**src/rtl/mips_control_pkg.sv**
```systemverilog
// Shared definitions for the multicycle MIPS control path: state encodings,
// opcodes, ALU control codes and the decoded control bundle.
package mips_control_pkg;

  localparam int unsigned STATE_W  = 4;
  localparam int unsigned OPCODE_W = 6;
  localparam int unsigned WAIT_W   = 3;

  typedef enum logic [STATE_W-1:0] {
    S_IDLE      = 4'd0,
    S_FETCH     = 4'd1,
    S_DECODE    = 4'd2,
    S_MEM_ADDR  = 4'd3,
    S_MEM_READ  = 4'd4,
    S_MEM_WB    = 4'd5,
    S_MEM_WRITE = 4'd6,
    S_EXECUTE   = 4'd7,
    S_ALU_WB    = 4'd8,
    S_BRANCH    = 4'd9,
    S_HALT      = 4'd10
  } state_t;

  localparam logic [OPCODE_W-1:0] OP_RTYPE = 6'd0;
  localparam logic [OPCODE_W-1:0] OP_BEQ   = 6'd4;
  localparam logic [OPCODE_W-1:0] OP_LW    = 6'd35;
  localparam logic [OPCODE_W-1:0] OP_SW    = 6'd43;

  localparam logic [1:0] ALU_OP_ADD   = 2'b00;
  localparam logic [1:0] ALU_OP_SUB   = 2'b01;
  localparam logic [1:0] ALU_OP_FUNCT = 2'b10;

  localparam logic [1:0] SRC_B_REG       = 2'b00;
  localparam logic [1:0] SRC_B_FOUR      = 2'b01;
  localparam logic [1:0] SRC_B_IMM       = 2'b10;
  localparam logic [1:0] SRC_B_IMM_SHIFT = 2'b11;

  typedef struct packed {
    logic       pc_write;
    logic       branch;
    logic       iord;
    logic       mem_ren;
    logic       mem_wen;
    logic       ir_write;
    logic       reg_dst;
    logic       mem_to_reg;
    logic       reg_wen;
    logic       alu_src_a;
    logic [1:0] alu_src_b;
    logic [1:0] alu_op;
    logic       pc_source;
    logic       halted;
  } ctrl_t;

  // States that hold for MEM_WAIT+1 cycles while memory responds.
  function automatic logic is_mem_state(input state_t s);
    return (s == S_FETCH) || (s == S_MEM_READ) || (s == S_MEM_WRITE);
  endfunction

endpackage

```
**src/rtl/mem_wait_counter.sv**
```systemverilog
// Counts cycles spent in a memory-access state; done marks the final cycle.
module mem_wait_counter
  import mips_control_pkg::*;
#(
  parameter int unsigned MEM_WAIT = 0
) (
  input  logic clock,
  input  logic reset,
  input  logic clear,
  input  logic enable,
  output logic done
);

  logic [WAIT_W-1:0] count;

  always_ff @(posedge clock or negedge reset) begin
    if (!reset) begin
      count <= '0;
    end else if (clear) begin
      count <= '0;
    end else if (enable) begin
      count <= count + WAIT_W'(1);
    end
  end

  assign done = (count == WAIT_W'(MEM_WAIT));

endmodule

```
**src/rtl/multicycle_controller.sv**
```systemverilog
// Moore control FSM for a multicycle MIPS datapath with a configurable
// number of memory wait cycles per access.
module multicycle_controller
  import mips_control_pkg::*;
#(
  parameter int unsigned MEM_WAIT = 0
) (
  input  logic                clock,
  input  logic                reset,
  input  logic [OPCODE_W-1:0] opcode,
  input  logic                zero,
  output logic                pc_en,
  output logic                iord,
  output logic                mem_ren,
  output logic                mem_wen,
  output logic                ir_write,
  output logic                reg_dst,
  output logic                mem_to_reg,
  output logic                reg_wen,
  output logic                alu_src_a,
  output logic [1:0]          alu_src_b,
  output logic [1:0]          alu_op,
  output logic                pc_source,
  output logic                halted,
  output logic [STATE_W-1:0]  state
);

  state_t cur_state;
  state_t nxt_state;
  ctrl_t  ctrl;
  logic   in_mem;
  logic   wait_done;

  // Counter restarts at every memory-state entry by clearing outside those
  // states and on the final cycle of each access.
  assign in_mem = is_mem_state(cur_state);

  mem_wait_counter #(
    .MEM_WAIT (MEM_WAIT)
  ) u_wait (
    .clock  (clock),
    .reset  (reset),
    .clear  (!in_mem || wait_done),
    .enable (in_mem),
    .done   (wait_done)
  );

  always_ff @(posedge clock or negedge reset) begin
    if (!reset) begin
      cur_state <= S_IDLE;
    end else begin
      cur_state <= nxt_state;
    end
  end

  always_comb begin
    nxt_state = cur_state;
    ctrl      = '0;
    unique case (cur_state)
      S_IDLE: nxt_state = S_FETCH;
      S_FETCH: begin
        ctrl.mem_ren   = 1'b1;
        ctrl.alu_src_b = SRC_B_FOUR;
        ctrl.alu_op    = ALU_OP_ADD;
        ctrl.ir_write  = wait_done;
        ctrl.pc_write  = wait_done;
        if (wait_done) nxt_state = S_DECODE;
      end
      S_DECODE: begin
        ctrl.alu_src_b = SRC_B_IMM_SHIFT;
        ctrl.alu_op    = ALU_OP_ADD;
        if (opcode == OP_RTYPE)                        nxt_state = S_EXECUTE;
        else if (opcode == OP_LW || opcode == OP_SW)   nxt_state = S_MEM_ADDR;
        else if (opcode == OP_BEQ)                     nxt_state = S_BRANCH;
        else                                           nxt_state = S_HALT;
      end
      S_MEM_ADDR: begin
        ctrl.alu_src_a = 1'b1;
        ctrl.alu_src_b = SRC_B_IMM;
        ctrl.alu_op    = ALU_OP_ADD;
        if (opcode == OP_LW)      nxt_state = S_MEM_READ;
        else if (opcode == OP_SW) nxt_state = S_MEM_WRITE;
        else                      nxt_state = S_HALT;
      end
      S_MEM_READ: begin
        ctrl.mem_ren = 1'b1;
        ctrl.iord    = 1'b1;
        if (wait_done) nxt_state = S_MEM_WB;
      end
      S_MEM_WB: begin
        ctrl.reg_wen    = 1'b1;
        ctrl.mem_to_reg = 1'b1;
        nxt_state       = S_FETCH;
      end
      S_MEM_WRITE: begin
        ctrl.mem_wen = 1'b1;
        ctrl.iord    = 1'b1;
        if (wait_done) nxt_state = S_FETCH;
      end
      S_EXECUTE: begin
        ctrl.alu_src_a = 1'b1;
        ctrl.alu_src_b = SRC_B_REG;
        ctrl.alu_op    = ALU_OP_FUNCT;
        nxt_state      = S_ALU_WB;
      end
      S_ALU_WB: begin
        ctrl.reg_wen = 1'b1;
        ctrl.reg_dst = 1'b1;
        nxt_state    = S_FETCH;
      end
      S_BRANCH: begin
        ctrl.alu_src_a = 1'b1;
        ctrl.alu_src_b = SRC_B_REG;
        ctrl.alu_op    = ALU_OP_SUB;
        ctrl.pc_source = 1'b1;
        ctrl.branch    = 1'b1;
        nxt_state      = S_FETCH;
      end
      S_HALT: begin
        ctrl.halted = 1'b1;
        nxt_state   = S_HALT;
      end
      default: nxt_state = S_IDLE;
    endcase
  end

  // zero only reaches pc_en through branch, which is set solely in BRANCH.
  assign pc_en      = ctrl.pc_write | (ctrl.branch & zero);
  assign iord       = ctrl.iord;
  assign mem_ren    = ctrl.mem_ren;
  assign mem_wen    = ctrl.mem_wen;
  assign ir_write   = ctrl.ir_write;
  assign reg_dst    = ctrl.reg_dst;
  assign mem_to_reg = ctrl.mem_to_reg;
  assign reg_wen    = ctrl.reg_wen;
  assign alu_src_a  = ctrl.alu_src_a;
  assign alu_src_b  = ctrl.alu_src_b;
  assign alu_op     = ctrl.alu_op;
  assign pc_source  = ctrl.pc_source;
  assign halted     = ctrl.halted;
  assign state      = cur_state;

endmodule

```
**config.mk**
```make
export PLATFORM = sky130hd
export DESIGN_NAME = multicycle_controller
export DESIGN_NICKNAME = d
export VERILOG_FILES = /design/src/rtl/mips_control_pkg.sv /design/src/rtl/mem_wait_counter.sv /design/src/rtl/multicycle_controller.sv
export SDC_FILE = /design/constraint.sdc
export NUM_CORES = 1
export LEC_CHECK = 0
export ABC_AREA = 0
export CAP_MARGIN = 20
export CORE_MARGIN = 10
export CORE_UTILIZATION = 40
export CTS_CLUSTER_DIAMETER = 120
export DETAILED_ROUTE_END_ITERATION = 6
export GPL_ROUTABILITY_DRIVEN = 1
export PLACE_DENSITY = 0.86
export SLEW_MARGIN = 20
export SYNTH_ARGS = -nofsm -noshare
export SYNTH_HDL_FRONTEND = slang
export SYNTH_HIERARCHICAL = 1
export SYNTH_SLANG_ARGS = --single-unit
```
**constraint.sdc**
```tcl
create_clock -name clock -period 1.9 [get_ports clock]
set_input_delay 0.38 -clock clock [delete_from_list [all_inputs] [get_ports clock]]
set_output_delay 0.38 -clock clock [all_outputs]
set_load 0.03 [all_outputs]
```
==> results.yml <==
die:
  pin_count: 28
  dieArea_um2: 3570
  fp.dieW_um: 59.7
  die_h_um: 59.7
  num_rows: 14
  start_util: 0.419
  coreArea_um2: 1510
routing:
  via_count: 763
  route.detailed.drc: 0
  drtAntennaViolNets: 0
  wl_per_cell_um: 15.3
  via_per_inst: 5.61
  drt-initial-drc-count: 18
  routed_wl_um: 2080
  first_pass_iters: 4
pwr:
  leakage_uw: 0.000461
  peakVddDrop_mv: 0.931
  p_total_uw: 1600
  p_per_area_nw_per_um2: 1580
setup_path:
  critical_path_class: "flip-flop to primary output"
  crit_arrival_ps: 1460
  startpoint_type: "flip-flop"
  r2r_setup_slack_ps: 200
  endpoint_kind: "primary output"
  r2r-end: "u_wait/count[1]"
  reg2regPathDepth: 6
  reg2reg_from: "state[0]"
  crit_fanout: 2
  cp.required_ps: 1520
global_route:
  antenna_found_initial: 0
  grt_overflow: 0
  grt_usage: 0.114
  first_global_vias: 751
  grt_pass1_wl_um: 3340
  grt_max_degree: 11
synth:
  yosys.area.top_type: "dfrtp_1"
  synth_top_area_share: 0.277
  ys_ff_latch: 7
  yosysUniqueCellTypes: 35
  ys_warn_count: 6
  synth_nets: 94
  ys_seq_area_frac: 0.277
  syn_area_per_cell_um2: 7.61
  synth.area.top_cells: "dfrtp_1, nor2_1, nand2b_1, a21oi_1, ha_1"
  syn_area_um2: 632
  synth_cells: 83
cells_and_area:
  final_cell_mix: "buf_4, nor2_1, clkdlybuf4s50_1"
  num_antenna_cells: 0
  nNetsFinal: 132
  drive_gt1_frac: 0.383
  area_delta_synth_final_pct: 60.8
  layout_commonest_cell: "buf_4"
  final_core_util: 0.674
placed_design:
  hpwl_um: 1650
  globalplace.congestion: 0.853
  io_buffers: 27
  dpl_worst_slack_ps: 189
timing:
  tns_ps: 0
  rsz0062_at_grt: "false"
  hold_viol_final: 0
  finalSetupViolations: 0
  finalMaxSlewViolations: 0
  slew_headroom: 0.704
  fin_crit_ps: 1840
  clock_skew_ps: 1.53
  fin_ws_ps: 63.8
  fin_crit_sh: 0.966
  fmax_mhz: 545
  worstMarginPinSlew_ps: 445
clock_network:
  clock_latency_ps: 260
  cts_root_buf: "clkbuf_4"
  clk_pin_slew_ps: 60
  cts_tree: "built"
  ctsHoldBuffers: 0
  clk_path_buf_depth: 2
  ctsHtreeMaxLevel: 1
  cts-buffers-inserted: 3
  numClockSinks: 7
worst_hold_path:
  hold_class: "input port to async pin"
outcome:
  status: "finished, final reports clean"
run:
  max_cap_violations: 0
==> registers in the layout, indices dropped and copies added (netlist names) <==
register      count
u_wait/count      3
state             4
==> layout make-up <==
type / count / area [µm²]
Inverter: 4 / 15.0
Fill cell: 127 / 490
Timing Repair Buffer: 37 / 309
Tap cell: 16 / 20.0
Sequential cell: 7 / 178
Clock inverter: 1 / 5.00
Clock buffer: 3 / 22.5
Multi-Input combinational cell: 68 / 467
==> kinds of logic (layout without fill, tap and decap cells) <==
kind of cell | Yosys count | in the layout | synth area share
mux | 1 | 1 | 0.0158
compound gates | 22 | 22 | 0.244
simple gates | 41 | 41 | 0.327
xor+xnor | 2 | 2 | 0.0277
fa+ha+maj | 2 | 2 | 0.0396
buf+inv | 8 | 45 | 0.0693
flops | 7 | 7 | 0.277
==> worst max-delay path by stage <==
stage,startpoint,to,slack [ps]
final,u_wait/count[0],pc_en,60
after global routing,u_wait/count[0],pc_en,0.2
after CTS,u_wait/count[0],pc_en,-9
after detailed placement,opcode[4],state[1],190
after global placement,opcode[4],state[1],180
after floorplan,state[0],alu_src_b[0],-60
==> report_power, final <==
group / total (µW) / switching (µW) / internal, µW
clock: 140 / 63.0 / 77.3
sequential: 230 / 44.6 / 185
combinational: 1230 / 753 / 480
total: 1600 / 860 / 743
==> Yosys cell counts <==
| cell | number |
|---|---|
| nor2_1 | 16 |
| dfrtp_1 | 7 |
| a21oi_1 | 6 |
| nand2_1 | 6 |
| nand2b_1 | 5 |
| inv_1 | 3 |
| nor3_1 | 3 |
| a211oi_1 | 2 |
| a21o_1 | 2 |
| buf_2 | 2 |
| ha_1 | 2 |
| nor3b_1 | 2 |
| o211ai_1 | 2 |
| o21ai_1 | 2 |
| or2_1 | 2 |
| xnor2_1 | 2 |
| a21bo_1 | 1 |
| a21boi_1 | 1 |
| a221oi_2 | 1 |
| buf_6 | 1 |
| clkbuf_4 | 1 |
| inv_2 | 1 |
| mux2i_1 | 1 |
| nand2_2 | 1 |
| nand3_1 | 1 |
| nand3b_1 | 1 |
| nand4_1 | 1 |
| nor2_2 | 1 |
| nor2b_1 | 1 |
| nor4_2 | 1 |
| o2111ai_1 | 1 |
| o21ai_0 | 1 |
| o21bai_1 | 1 |
| o22ai_1 | 1 |
| o311ai_1 | 1 |
==> through the flow <==
step	std cells	cell area (µm²)	hold slack (ps)
global placement	128	942	544
CTS	132	973	384
detailed placement	128	942	557
global route	136	1020	377
floorplan	83	673	84.4
finish	136	1020	385
==> what timing repair did <==
action	4_1_cts	5_1_grt
resized for setup	3	6
endpoints found under the setup margin	3	7
buffers inserted	0	4
pin swaps	0	0
==> worst max-delay path: stages (launching register included) <==
cell,delay (ps)
dfrtp_1,360
inv_1,50
ha_1,180
nor2b_2,160
nand2_2,70
nor2_4,40
a21o_4,180
buf_4,160
==> routing by layer <==
| metal | part of all wire | vias up | track usage | wire length, µm |
|---|---|---|---|---|
| met5 | 0 | - | 0 | 0 |
| met4 | 0.018 | 0 | 0.0545 | 37 |
| met3 | 0.13 | 4 | 0.0403 | 271 |
| met2 | 0.46 | 47 | 0.175 | 955 |
| met1 | 0.39 | 348 | 0.136 | 815 |
| li1 | - | 364 | - | - |
No activity file was read; power rests on OpenSTA's default activity.
